[config.mk]
export PLATFORM = sky130hd
export DESIGN_NAME = awb_gain_calc
export DESIGN_NICKNAME = d
export VERILOG_FILES = /design/src/rtl/awb_pkg.sv /design/src/rtl/awb_seq_div.sv /design/src/rtl/awb_gain_calc.sv
export SDC_FILE = /design/constraint.sdc
export NUM_CORES = 1
export LEC_CHECK = 0
export ABC_CLOCK_PERIOD_IN_PS = 23000
export CAP_MARGIN = 20
export CELL_PAD_IN_SITES_DETAIL_PLACEMENT = 1
export CELL_PAD_IN_SITES_GLOBAL_PLACEMENT = 2
export CORE_MARGIN = 2
export CORE_UTILIZATION = 38
export DETAILED_ROUTE_END_ITERATION = 7
export PLACE_DENSITY = 0.83
export SYNTH_ARGS = -nofsm -noshare
export SYNTH_HDL_FRONTEND = slang
export SYNTH_SLANG_ARGS = --single-unit
[constraint.sdc]
create_clock -name clk -period 23 [get_ports clk]
set_clock_uncertainty 0.2 [all_clocks]
set_input_delay 2.3 -clock clk [delete_from_list [all_inputs] [get_ports clk]]
set_output_delay 2.3 -clock clk [all_outputs]
set_load 0.01 [all_outputs]
[src/rtl/awb_pkg.sv]
// Shared types and constants for the auto-white-balance gain engine.
// Holds the Bayer pattern and FSM encodings plus default widths.
package awb_pkg;

   localparam int AWB_DW    = 8;
   localparam int AWB_CNT_W = 22;
   localparam int AWB_FRAC  = 7;
   localparam int AWB_GW    = 18;
   localparam int AWB_SM_SH = 2;
   localparam int AWB_SW    = AWB_DW + AWB_CNT_W;
   localparam int AWB_QW    = AWB_SW + 1 + AWB_FRAC;

   typedef enum logic [1:0] {
      PAT_RGGB = 2'd0,
      PAT_GRBG = 2'd1,
      PAT_GBRG = 2'd2,
      PAT_BGGR = 2'd3
   } awb_pat_e;

   typedef enum logic [2:0] {
      ST_IDLE   = 3'd0,
      ST_LOAD_R = 3'd1,
      ST_DIV_R  = 3'd2,
      ST_LOAD_B = 3'd3,
      ST_DIV_B  = 3'd4,
      ST_DONE   = 3'd5
   } awb_state_e;

   localparam logic [1:0] CH_R  = 2'd0;
   localparam logic [1:0] CH_G0 = 2'd1;
   localparam logic [1:0] CH_G1 = 2'd2;
   localparam logic [1:0] CH_B  = 2'd3;

endpackage

[src/rtl/awb_seq_div.sv]
// Restoring divider, one quotient bit per clock.
// done pulses in the cycle after the final iteration, quotient valid then.
module awb_seq_div #(
   parameter int NW   = 38,
   parameter int DWID = 31
) (
   input  logic            clk,
   input  logic            rst,
   input  logic            start,
   input  logic [NW-1:0]   numer,
   input  logic [DWID-1:0] denom,
   output logic [NW-1:0]   quotient,
   output logic            done,
   output logic            div0
);

   localparam int CW = $clog2(NW + 1);

   logic [DWID-1:0] d;
   logic [DWID-1:0] rem;
   logic [CW-1:0]   cnt;
   logic [DWID:0]   r_sh;
   logic [DWID:0]   diff;
   logic            ge;

   assign r_sh = {rem, quotient[NW-1]};
   assign diff = r_sh - {1'b0, d};
   assign ge   = r_sh >= {1'b0, d};

   // Shift numerator bits into the partial remainder, subtracting when it fits
   always_ff @(posedge clk or posedge rst) begin
      if (rst) begin
         d        <= '0;
         rem      <= '0;
         quotient <= '0;
         cnt      <= '0;
         done     <= 1'b0;
         div0     <= 1'b0;
      end else begin
         done <= 1'b0;
         if (start) begin
            d        <= denom;
            rem      <= '0;
            quotient <= numer;
            cnt      <= CW'(NW);
            div0     <= (denom == '0);
         end else if (cnt != '0) begin
            cnt      <= cnt - CW'(1);
            done     <= (cnt == CW'(1));
            quotient <= {quotient[NW-2:0], ge};
            rem      <= ge ? diff[DWID-1:0] : r_sh[DWID-1:0];
         end
      end
   end

endmodule

[src/rtl/awb_gain_calc.sv]
// Frame-level AWB gain engine: per-channel Bayer sums, R/B gains vs green.
// Optional IIR smoothing of the gains is enabled by defining AWB_SMOOTH_EN.
module awb_gain_calc
   import awb_pkg::*;
#(
   parameter int DW    = AWB_DW,
   parameter int CNT_W = AWB_CNT_W,
   parameter int FRAC  = AWB_FRAC,
   parameter int GW    = AWB_GW
`ifdef AWB_SMOOTH_EN
   ,
   parameter int SM_SH = AWB_SM_SH
`endif
) (
   input  logic          clk,
   input  logic          rst,
   input  logic          sof,
   input  logic          eof,
   input  logic          pix_valid,
   input  logic [DW-1:0] pix_data,
   input  logic          pix_x,
   input  logic          pix_y,
   input  logic [1:0]    bayer_pat,
   output logic [GW-1:0] gain_r,
   output logic [GW-1:0] gain_b,
   output logic          gain_valid,
   output logic          busy,
   output logic          ovf
);

   localparam int SW = DW + CNT_W;
   localparam int QW = SW + 1 + FRAC;

   awb_state_e state, state_nxt;

   logic [1:0]    pat_q;
   logic [1:0]    pat_cur;
   logic [1:0]    ch;
   logic [SW-1:0] acc     [4];
   logic [SW-1:0] acc_nxt [4];
   logic [SW:0]   acc_sum [4];
   logic [SW-1:0] sr;
   logic [SW-1:0] sb;
   logic [SW:0]   sg;
   logic [SW:0]   sg_nxt;
   logic          eof_take;
   logic          div_start;
   logic          div_done;
   logic          div_zero;
   logic [QW-1:0] div_numer;
   logic [SW:0]   div_denom;
   logic [QW-1:0] div_quot;
   logic [GW-1:0] q_sat;
   logic [GW-1:0] gr_q;
`ifdef AWB_SMOOTH_EN
   logic          seeded;
`endif

   function automatic logic [GW-1:0] gain_sat(
      input logic [QW-1:0] q,
      input logic          z
   );
      if (z || (|q[QW-1:GW]))
         return '1;
      return q[GW-1:0];
   endfunction

`ifdef AWB_SMOOTH_EN
   function automatic logic [GW-1:0] smooth(
      input logic [GW-1:0] g,
      input logic [GW-1:0] q
   );
      logic signed [GW:0] df;
      df = $signed({1'b0, q}) - $signed({1'b0, g});
      df = df >>> SM_SH;
      return GW'($signed({1'b0, g}) + df);
   endfunction
`endif

   // The sof pixel uses the live pattern; later pixels use the latched one
   assign pat_cur  = sof ? bayer_pat : pat_q;
   assign ch       = {pix_y ^ pat_cur[1], pix_x ^ pat_cur[0]};
   assign eof_take = eof && (state == ST_IDLE);
   assign sg_nxt   = {1'b0, acc_nxt[CH_G0]} + {1'b0, acc_nxt[CH_G1]};

   // Divider operands: live sums at eof for R, snapshot for B
   assign div_numer = {(state == ST_IDLE) ? sg_nxt : sg, {FRAC{1'b0}}};
   assign div_denom = {(state == ST_IDLE) ? acc_nxt[CH_R] : sb, 1'b0};
   assign q_sat     = gain_sat(div_quot, div_zero);

   // Latch the Bayer pattern at start of frame
   always_ff @(posedge clk or posedge rst) begin
      if (rst)
         pat_q <= '0;
      else if (sof)
         pat_q <= bayer_pat;
   end

   // Next accumulator values: restart on sof, saturating add of the pixel
   always_comb begin
      for (int i = 0; i < 4; i++) begin
         acc_nxt[i] = sof ? '0 : acc[i];
         acc_sum[i] = {1'b0, acc_nxt[i]} + (SW+1)'(pix_data);
         if (pix_valid && (ch == 2'(i)))
            acc_nxt[i] = acc_sum[i][SW] ? '1 : acc_sum[i][SW-1:0];
      end
   end

   // Channel accumulators keep running across eof until the next sof
   always_ff @(posedge clk or posedge rst) begin
      if (rst) begin
         for (int i = 0; i < 4; i++)
            acc[i] <= '0;
      end else begin
         for (int i = 0; i < 4; i++)
            acc[i] <= acc_nxt[i];
      end
   end

   // Snapshot frame sums (eof pixel included) when the divider is free
   always_ff @(posedge clk or posedge rst) begin
      if (rst) begin
         sr <= '0;
         sg <= '0;
         sb <= '0;
      end else if (eof_take) begin
         sr <= acc_nxt[CH_R];
         sg <= sg_nxt;
         sb <= acc_nxt[CH_B];
      end
   end

   awb_seq_div #(
      .NW   (QW),
      .DWID (SW + 1)
   ) u_div (
      .clk      (clk),
      .rst      (rst),
      .start    (div_start),
      .numer    (div_numer),
      .denom    (div_denom),
      .quotient (div_quot),
      .done     (div_done),
      .div0     (div_zero)
   );

   // FSM state register
   always_ff @(posedge clk or posedge rst) begin
      if (rst)
         state <= ST_IDLE;
      else
         state <= state_nxt;
   end

   // FSM next-state: R divide, then B divide, then one publish cycle
   always_comb begin
      state_nxt = state;
      unique case (state)
         ST_IDLE:   if (eof) state_nxt = ST_LOAD_R;
         ST_LOAD_R: state_nxt = ST_DIV_R;
         ST_DIV_R:  if (div_done) state_nxt = ST_LOAD_B;
         ST_LOAD_B: state_nxt = ST_DIV_B;
         ST_DIV_B:  if (div_done) state_nxt = ST_DONE;
         ST_DONE:   state_nxt = ST_IDLE;
         default:   state_nxt = ST_IDLE;
      endcase
   end

   // FSM outputs: status flags and divider launches
   always_comb begin
      busy       = (state != ST_IDLE);
      gain_valid = (state == ST_DONE);
      div_start  = ((state == ST_IDLE) && eof) ||
                   ((state == ST_DIV_R) && div_done);
   end

   // Dropped-frame pulse when eof lands while a divide is in flight
   always_ff @(posedge clk or posedge rst) begin
      if (rst)
         ovf <= 1'b0;
      else
         ovf <= eof && (state != ST_IDLE);
   end

   // R result parks in gr_q so both gains publish together on entering DONE
   always_ff @(posedge clk or posedge rst) begin
      if (rst) begin
         gr_q   <= '0;
         gain_r <= '0;
         gain_b <= '0;
`ifdef AWB_SMOOTH_EN
         seeded <= 1'b0;
`endif
      end else begin
         if ((state == ST_DIV_R) && div_done)
            gr_q <= q_sat;
         if ((state == ST_DIV_B) && div_done) begin
`ifdef AWB_SMOOTH_EN
            seeded <= 1'b1;
            if (!seeded) begin
               gain_r <= gr_q;
               gain_b <= q_sat;
            end else begin
               gain_r <= smooth(gain_r, gr_q);
               gain_b <= smooth(gain_b, q_sat);
            end
`else
            gain_r <= gr_q;
            gain_b <= q_sat;
`endif
         end
      end
   end

endmodule
==> qor.txt, run 1 <==
status = finished clean
initial antenna violation count = 0
Die ar. = 55,400 sq um
DP Area = 21,500 sq um
EDFF count, synth = 0
period utilization = 36.0%
leakage power = 0.0105 uW
Setup TNS Final = 0 ns
worst skew pair latency = 0.59 ns
Diodes inserted = 0
# hold bufs at CTS = 0
sequential area share after synthesis = 42.8%
sequential share of power = 32.1%
Post-CTS Resized = 0
H-tree level count = 2
# port buffers = 55
Hold Slack = 0.276 ns
Crit. End Element = flop
# setup viols final = 0
Post-Syn Nets = 2,435
synth unique cells = 78
worst-path cell chain = buf_4 -> buf_4 -> nor2b_1 -> o22ai_1 -> a21oi_1 -> o22ai_1 -> o21bai_1 -> a21o_1 -> and2_1 -> nand2_1 -> nand3_1 -> ha_1 -> fa_1 -> a21o_1 -> nand4_1 -> a211oi_1 -> nor3_1 -> a211o_1 -> nand3_1 -> a41oi_1 -> xor2_1 -> a22oi_1 -> a31o_2
switching pwr = 1050 uW
CP Data Arrival Time = 8.55 ns
Final GP Congestion = 0.866
Initial Util = 38.5%
Peak VDD IR = 0.0521 mV
pwr dens = 116 nW/um^2
Die Wd = 235 um
vias per cell = 5.58
Global Route Usage Sum = 22.0%
Final HPWL DP = 42.6 mm
Post-Route WL = 60.2 mm
fin crit period = 8.28 ns
largest net degree at the start of global routing = 109
Syn Area/Cell = 8.77 sq um
crit-path max FO = 59
Clock Path Buffers = 3
clock buffer count from CTS = 42
async set-reset flop share out of synthesis = 100%
drt wl/cell = 19.8 um
final worst setup slack = 14.72 ns
global route total overflow = 0
Worst-Margin Slew = 1.02 ns
Slew Viols, Final = 0
Core Rows = 84
Critical Path RT = 23.27 ns
Net count, final = 2,439
clock share of power = 26.9%
Starting DRT DRC Count = 1,020
unrepaired setup endpoints after global routing = false
main flop type after synthesis = dfrtp_1
Layout area overhead = 13.2%
switch share = 39.5%
DR pass1 iterations = 7
Startpoint Class = input port
core area = 52,800 sq um
Crit path max-delay family = compound AO/OA/AOI/OAI gates
Max Cap Violations = 0
vias = 17.0k
Yosys warnings = 0
Hold Fails Final Rpt = 0
post-route DRC violation count = 0
post-CTS setup repair buffer count = 0
CTS Sinks = 348
combinational share of power = 41.0%
CP max-delay cell = buf_4
Synth Register Bits = 348
Max Clk Rate = 121 MHz
Routed Antenna Nets = 0
synthesized cell area = 20,300 sq um
WP buf/inv = 2
Hold WC Path Type = flop to flop
Crit path largest cell delay = 0.62 ns
pre-CTS WS = 14.25 ns
Clk pin slew, worst setup/hold paths = 0.06 ns
vias in the first global route = 17.8k
Ports = 56
CTS tree = built
Post-Synthesis Cells = 2,319
Setup CP Type = input port to flop
internal power component = 1610 uW
die height = 235 um
Tot Pwr = 2670 uW
Root Buffer = clkbuf_16
final instance area = 23,000 sq um
relative slew slack = 31.6%
first-pass GRT wire length = 98.7 mm
fraction of layout cells with a size suffix above 1 = 6.92%
==> layout make-up <==
cell class | count | area (sq um)
clock buffers | 53 | 1160
flip-flops and latches | 348 | 8710
clock inverters | 24 | 322
multi-input cells | 1772 | 10900
repair buffers | 79 | 728
well taps | 688 | 861
fillers | 6078 | 29700
inverters | 80 | 308
==> registers in the layout, indices dropped and copies added (netlist names) <==
name / cells
acc: 120
ovf: 1
sb: 30
gain_r: 18
u_div.done: 1
gr_q: 18
sg: 31
gain_b: 18
pat_q: 2
u_div.rem: 31
u_div.cnt: 6
state: 3
u_div.quotient: 38
u_div.div0: 1
u_div.d: 30
==> synth_stat cells (all sizes together), types with 6 or more instances <==
cell type    n  area, sq um
xor2        48          435
nor3        60          300
o21bai      13         97.6
fa           6          120
a211oi      25          193
or3          7         43.8
nor3b       12         90.1
dfrtp      348         8710
nand4       32          200
o31ai       13         97.6
a311oi      11         96.3
mux2i       37          378
buf         14         60.1
a21o        40          300
o211ai      16          125
a21oi      166          831
nor2       201          757
o21a        10         75.1
a21boi       6         45.1
a31oi       39          244
inv         80          300
clkbuf     105          394
and2        13         81.3
nor4        18          113
mux2        36          405
o21ai      180          905
xnor2       93          815
and3        25          156
nor2b       62          388
or4          9         67.6
ha          93         1160
nand3       66          335
nand2b      16          100
nand2      351         1320
==> worst min-delay path, stage by stage (launching register included) <==
cell	delay, ns
dfrtp_1	0.35
nand2_1	0.05
nand2_1	0.05
==> through the flow <==
stage | utilization, % | cells
2_1_floorplan | - | 2319
5_1_grt | 43.6 | 3044
3_3_place_gp | 40.8 | 2967
3_5_place_dp | 40.8 | 2967
4_1_cts | 43.6 | 3044
6_report | 43.6 | 3044
==> power groups by stage <==
stage                     Sequential (uW)  Combinational (uW)  Clock [uW]
after global placement                859                1060           0
final                                 855                1090         717
after CTS                             855                1100         736
after global routing                  874                1230         760
after detailed placement              864                1100           0
after floorplan                       825                 822           0
==> logic make-up (layout without fill, tap and decap cells) <==
group | count (synthesis) | in the layout | share of synthesized area (%)
adder cells (fa/ha/maj) | 99 | 99 | 6.31
buffers and inverters | 199 | 236 | 3.71
AND/OR/NAND/NOR | 894 | 894 | 20.4
flip-flops | 348 | 348 | 42.8
XOR/XNOR | 141 | 141 | 6.15
AO/OA/AOI/OAI | 565 | 565 | 16.8
multiplexers | 73 | 73 | 3.85
==> layer usage <==
layer  global-route usage [%]  up-vias  part of all wire [%]
met5                        0        -                     0
met4                     5.27        0                   2.1
met3                     2.74       83                   3.6
met2                     35.5      253                    46
met1                     31.5     8531                    49
li1                         -     8122                     -
==> cell usage in the layout, fill, tap and decap left out, types with 6 or more instances in the layout <==
| cell | count |
|---|---|
| nand2_1 | 350 |
| dfrtp_1 | 348 |
| nor2_1 | 199 |
| a21oi_1 | 166 |
| o21ai_0 | 142 |
| xnor2_1 | 93 |
| ha_1 | 93 |
| inv_1 | 77 |
| nand3_1 | 65 |
| nor2b_1 | 62 |
| nor3_1 | 57 |
| clkdlybuf4s50_1 | 54 |
| xor2_1 | 46 |
| clkbuf_16 | 42 |
| a21o_1 | 40 |
| a31oi_1 | 39 |
| o21ai_1 | 37 |
| mux2_2 | 36 |
| mux2i_1 | 35 |
| nand4_1 | 32 |
| and3_1 | 25 |
| buf_4 | 25 |
| a211oi_1 | 24 |
| nor4_1 | 18 |
| nand2b_1 | 16 |
| o211ai_1 | 15 |
| o21bai_1 | 13 |
| and2_1 | 13 |
| o31ai_1 | 13 |
| clkinv_2 | 12 |
| nor3b_1 | 11 |
| a311oi_1 | 11 |
| o21a_1 | 10 |
| or4_1 | 9 |
| clkbuf_8 | 7 |
| or3_1 | 6 |
| fa_1 | 6 |
| bufinv_16 | 6 |
==> worst paths after layout <==
check | startpoint | slack (ns) | to | depth (start not counted)
worst min-delay path | u_div.d[1] | 0.28 | u_div.d[1] | 2
worst max-delay path | sof | 14.72 | u_div.quotient[35] | 23
worst min register to register | u_div.d[1] | 0.28 | u_div.d[1] | 2
max in group asynchronous | rst | 18.11 | u_div.quotient[21] | 4
worst max register to register | acc[60] | 16.63 | u_div.quotient[35] | 25
min in group asynchronous | rst | 2.10 | u_div.rem[18] | 2
(Power assumes the default switching activity.)
==> run 2: changes to the inputs <==
--- a/config.mk
+++ b/config.mk
@@ -5,14 +5,14 @@
 export SDC_FILE = /design/constraint.sdc
 export NUM_CORES = 1
 export LEC_CHECK = 0
-export ABC_CLOCK_PERIOD_IN_PS = 23000
+export ABC_CLOCK_PERIOD_IN_PS = 7200
 export CAP_MARGIN = 20
 export CELL_PAD_IN_SITES_DETAIL_PLACEMENT = 1
 export CELL_PAD_IN_SITES_GLOBAL_PLACEMENT = 2
 export CORE_MARGIN = 2
-export CORE_UTILIZATION = 38
+export CORE_UTILIZATION = 36
 export DETAILED_ROUTE_END_ITERATION = 7
-export PLACE_DENSITY = 0.83
+export PLACE_DENSITY = 0.82
 export SYNTH_ARGS = -nofsm -noshare
 export SYNTH_HDL_FRONTEND = slang
 export SYNTH_SLANG_ARGS = --single-unit
==> constraint.sdc (replaced) <==
create_clock -name clk -period 7.2 [get_ports clk]
set_clock_uncertainty 0.2 [all_clocks]
set_input_delay 0.72 -clock clk [delete_from_list [all_inputs] [get_ports clk]]
set_output_delay 0.72 -clock clk [all_outputs]
set_load 0.01 [all_outputs]
==> qor.txt, run 2 (same netlist as run 1, synthesis figures left out) <==
status = finished clean
Top reg by flops = acc
leakage power = 0.0107 uW (+1.4%)
Critical Path RT = 7.53 ns (-15.74 ns)
Post-Route WL = 60.2 mm (about the same)
Routed Antenna Nets = 0 (unchanged)
Post-CTS Resized = 0 (unchanged)
Hold Fails Final Rpt = 0 (unchanged)
Setup TNS Final = 0 ns (unchanged)
H-tree level count = 2 (unchanged)
post-route DRC violation count = 0 (unchanged)
# hold bufs at CTS = 0 (unchanged)
crit-path max FO = 10 (-83%)
Setup CP Type = input port to flop
Global Route Usage Sum = 20.7% (-1.3 points)
DR pass1 iterations = 5 (-2)
fin crit period = 6.03 ns
Max Cap Violations = 0 (unchanged)
Slew Viols, Final = 0 (unchanged)
max reg flops = 120 (unchanged)
Clk pin slew, worst setup/hold paths = 0.05 ns (about the same)
vias per cell = 5.44 (-2.6%)
first-pass GRT wire length = 98.6 mm (about the same)
Die Wd = 242 um (+2.7%)
vias in the first global route = 18.0k (+0.93%)
fraction of layout cells with a size suffix above 1 = 7.58% (+0.66 points)
CP Data Arrival Time = 6.36 ns (-2.19 ns)
internal power component = 5310 uW (+230%)
M1 GR Usage = 29.0% (-2.5 points)
FF-to-FF End = u_div.quotient[29]
switching pwr = 3350 uW (+220%)
Worst-Margin Slew = 1.05 ns (+0.0372 ns)
# setup viols final = 0 (unchanged)
met2 global-route usage = 33.7% (-1.8 points)
Tot Pwr = 8660 uW (+220%)
Final GP Congestion = 0.888 (+2.5%)
Largest regs = acc (120), u_div.quotient (38)
clock buffer count from CTS = 45 (+7.1%)
R2R Setup Slk = 1.37 ns (-15.26 ns)
most frequent cells in the layout = nand2_1, dfrtp_1, nor2_1, a21oi_1, o21ai_0
die height = 242 um (+2.7%)
pwr dens = 370 nW/um^2 (+220%)
clock share of power = 28.3% (+1.4 points)
commonest non-fill, non-tap cell in the layout = nand2_1
largest net degree at the start of global routing = 103 (-5.5%)
Startpoint Class = input port
Max Clk Rate = 166 MHz
Core Rows = 87 (+3.6%)
vias = 17.0k (+0.15%)
unrepaired setup endpoints after global routing = false
worst skew pair latency = 0.60 ns (about the same)
Die ar. = 58,400 sq um (+5.5%)
Most Crowded Layer GR = met2
Diodes inserted = 0 (unchanged)
Hold WC Path Type = input port to async pin
Ports = 56 (unchanged)
Peak VDD IR = 0.191 mV (+270%)
CTS tree = built
Initial Util = 36.3% (-2.3 points)
post-CTS setup repair buffer count = 0 (unchanged)
period utilization = 83.8%
combinational share of power = 40.2% (-0.8 points)
Clock Path Buffers = 3 (unchanged)
Net count, final = 2,457 (+0.74%)
Crit. End Element = flop
Layout area overhead = 15.0%
Fillers = 6,515 (+7.2%)
core area = 56,100 sq um (+6.3%)
CTS Sinks = 348 (unchanged)
Starting DRT DRC Count = 1,112 (+9.0%)
sequential share of power = 31.5% (-0.6 points)
# port buffers = 55 (unchanged)
RR Startpoint = acc[30]
relative slew slack = 29.8% (-1.9 points)
global route total overflow = 0 (unchanged)
Root Buffer = clkbuf_16
R2R depth = 26 (+4.0%)
switch share = 38.7% (-0.77 points)
drt wl/cell = 19.2 um (-2.8%)
initial antenna violation count = 0 (unchanged)
M3 GR Usage = 2.79% (+0.042 points)
Final HPWL DP = 42.9 mm (+0.73%)
==> run 2: cell types whose count changed in the layout (fill, tap and decap cells not counted), sizes merged <==
cell,previous run,this run
buf,25,40
inv,82,80
bufinv,6,7
clkinvlp,3,2
clkbuf,53,61
clkinv,13,10
==> run 2: cell type report <==
type	count	area, sq um	area share [%]
tap	756	946	4.05
clock inverter	19	324	1.39
sequential	348	8710	37.3
inverter	80	304	1.30
multi-input combinational	1772	10900	46.7
clock buffer	61	1300	5.55
timing repair buffer	94	873	3.74
==> run 2: metal layers <==
layer	share of wire, %	up-vias
met5	0	-
met2	46	218
met4	2.0	0
li1	-	8156
met3	3.0	72
met1	49	8569
==> run 2: power groups by stage <==
stage | sequential (uW) | clock, uW | combinational (uW)
global route | 2780 | 2580 | 3940
CTS | 2730 | 2510 | 3500
floorplan | 2640 | 0 | 2630
finish | 2730 | 2450 | 3480
detailed placement | 2760 | 0 | 3480
global placement | 2740 | 0 | 3370
==> run 2: worst max path at each step <==
stage                     start                  to  slack, ns  cells past startpoint
global placement    pix_data[0]  u_div.quotient[35]       0.77                     26
finish              pix_data[0]  u_div.quotient[29]       1.17                     26
detailed placement  pix_data[0]  u_div.quotient[35]       0.60                     26
floorplan                   sof              sg[22]       0.02                     31
CTS                 pix_data[0]  u_div.quotient[29]       1.21                     26
global route        pix_data[0]  u_div.quotient[29]       0.76                     26
==> run 2: stage by stage <==
stage	hold slack [ns]	area, sq um	setup slack (ns)	util (%)	std cells
after floorplan	0.243	20300	0.0247	-	2319
after global routing	0.285	23400	0.758	41.7	3130
after CTS	0.279	23300	1.21	41.6	3128
after global placement	0.257	21700	0.772	38.7	3048
after detailed placement	0.264	21700	0.599	38.7	3048
final	0.270	23400	1.17	41.7	3130
==> run 2: worst max-delay path: stages <==
cell,delay [ns]
clkdlybuf4s50_1,0.52
ha_1,0.28
fa_1,0.40
a21o_1,0.19
a21oi_1,0.22
o21bai_1,0.09
a21oi_1,0.25
o21bai_1,0.10
a21oi_1,0.26
nor3_1,0.09
buf_4,0.19
o21ai_0,0.15
nand2_1,0.10
ha_1,0.24
fa_1,0.41
a21o_1,0.19
nand4_1,0.13
a211oi_1,0.09
nor3_1,0.34
buf_4,0.21
a21oi_1,0.06
a21oi_1,0.24
o21ai_1,0.14
a31oi_1,0.32
mux2i_1,0.25
o311a_1,0.18
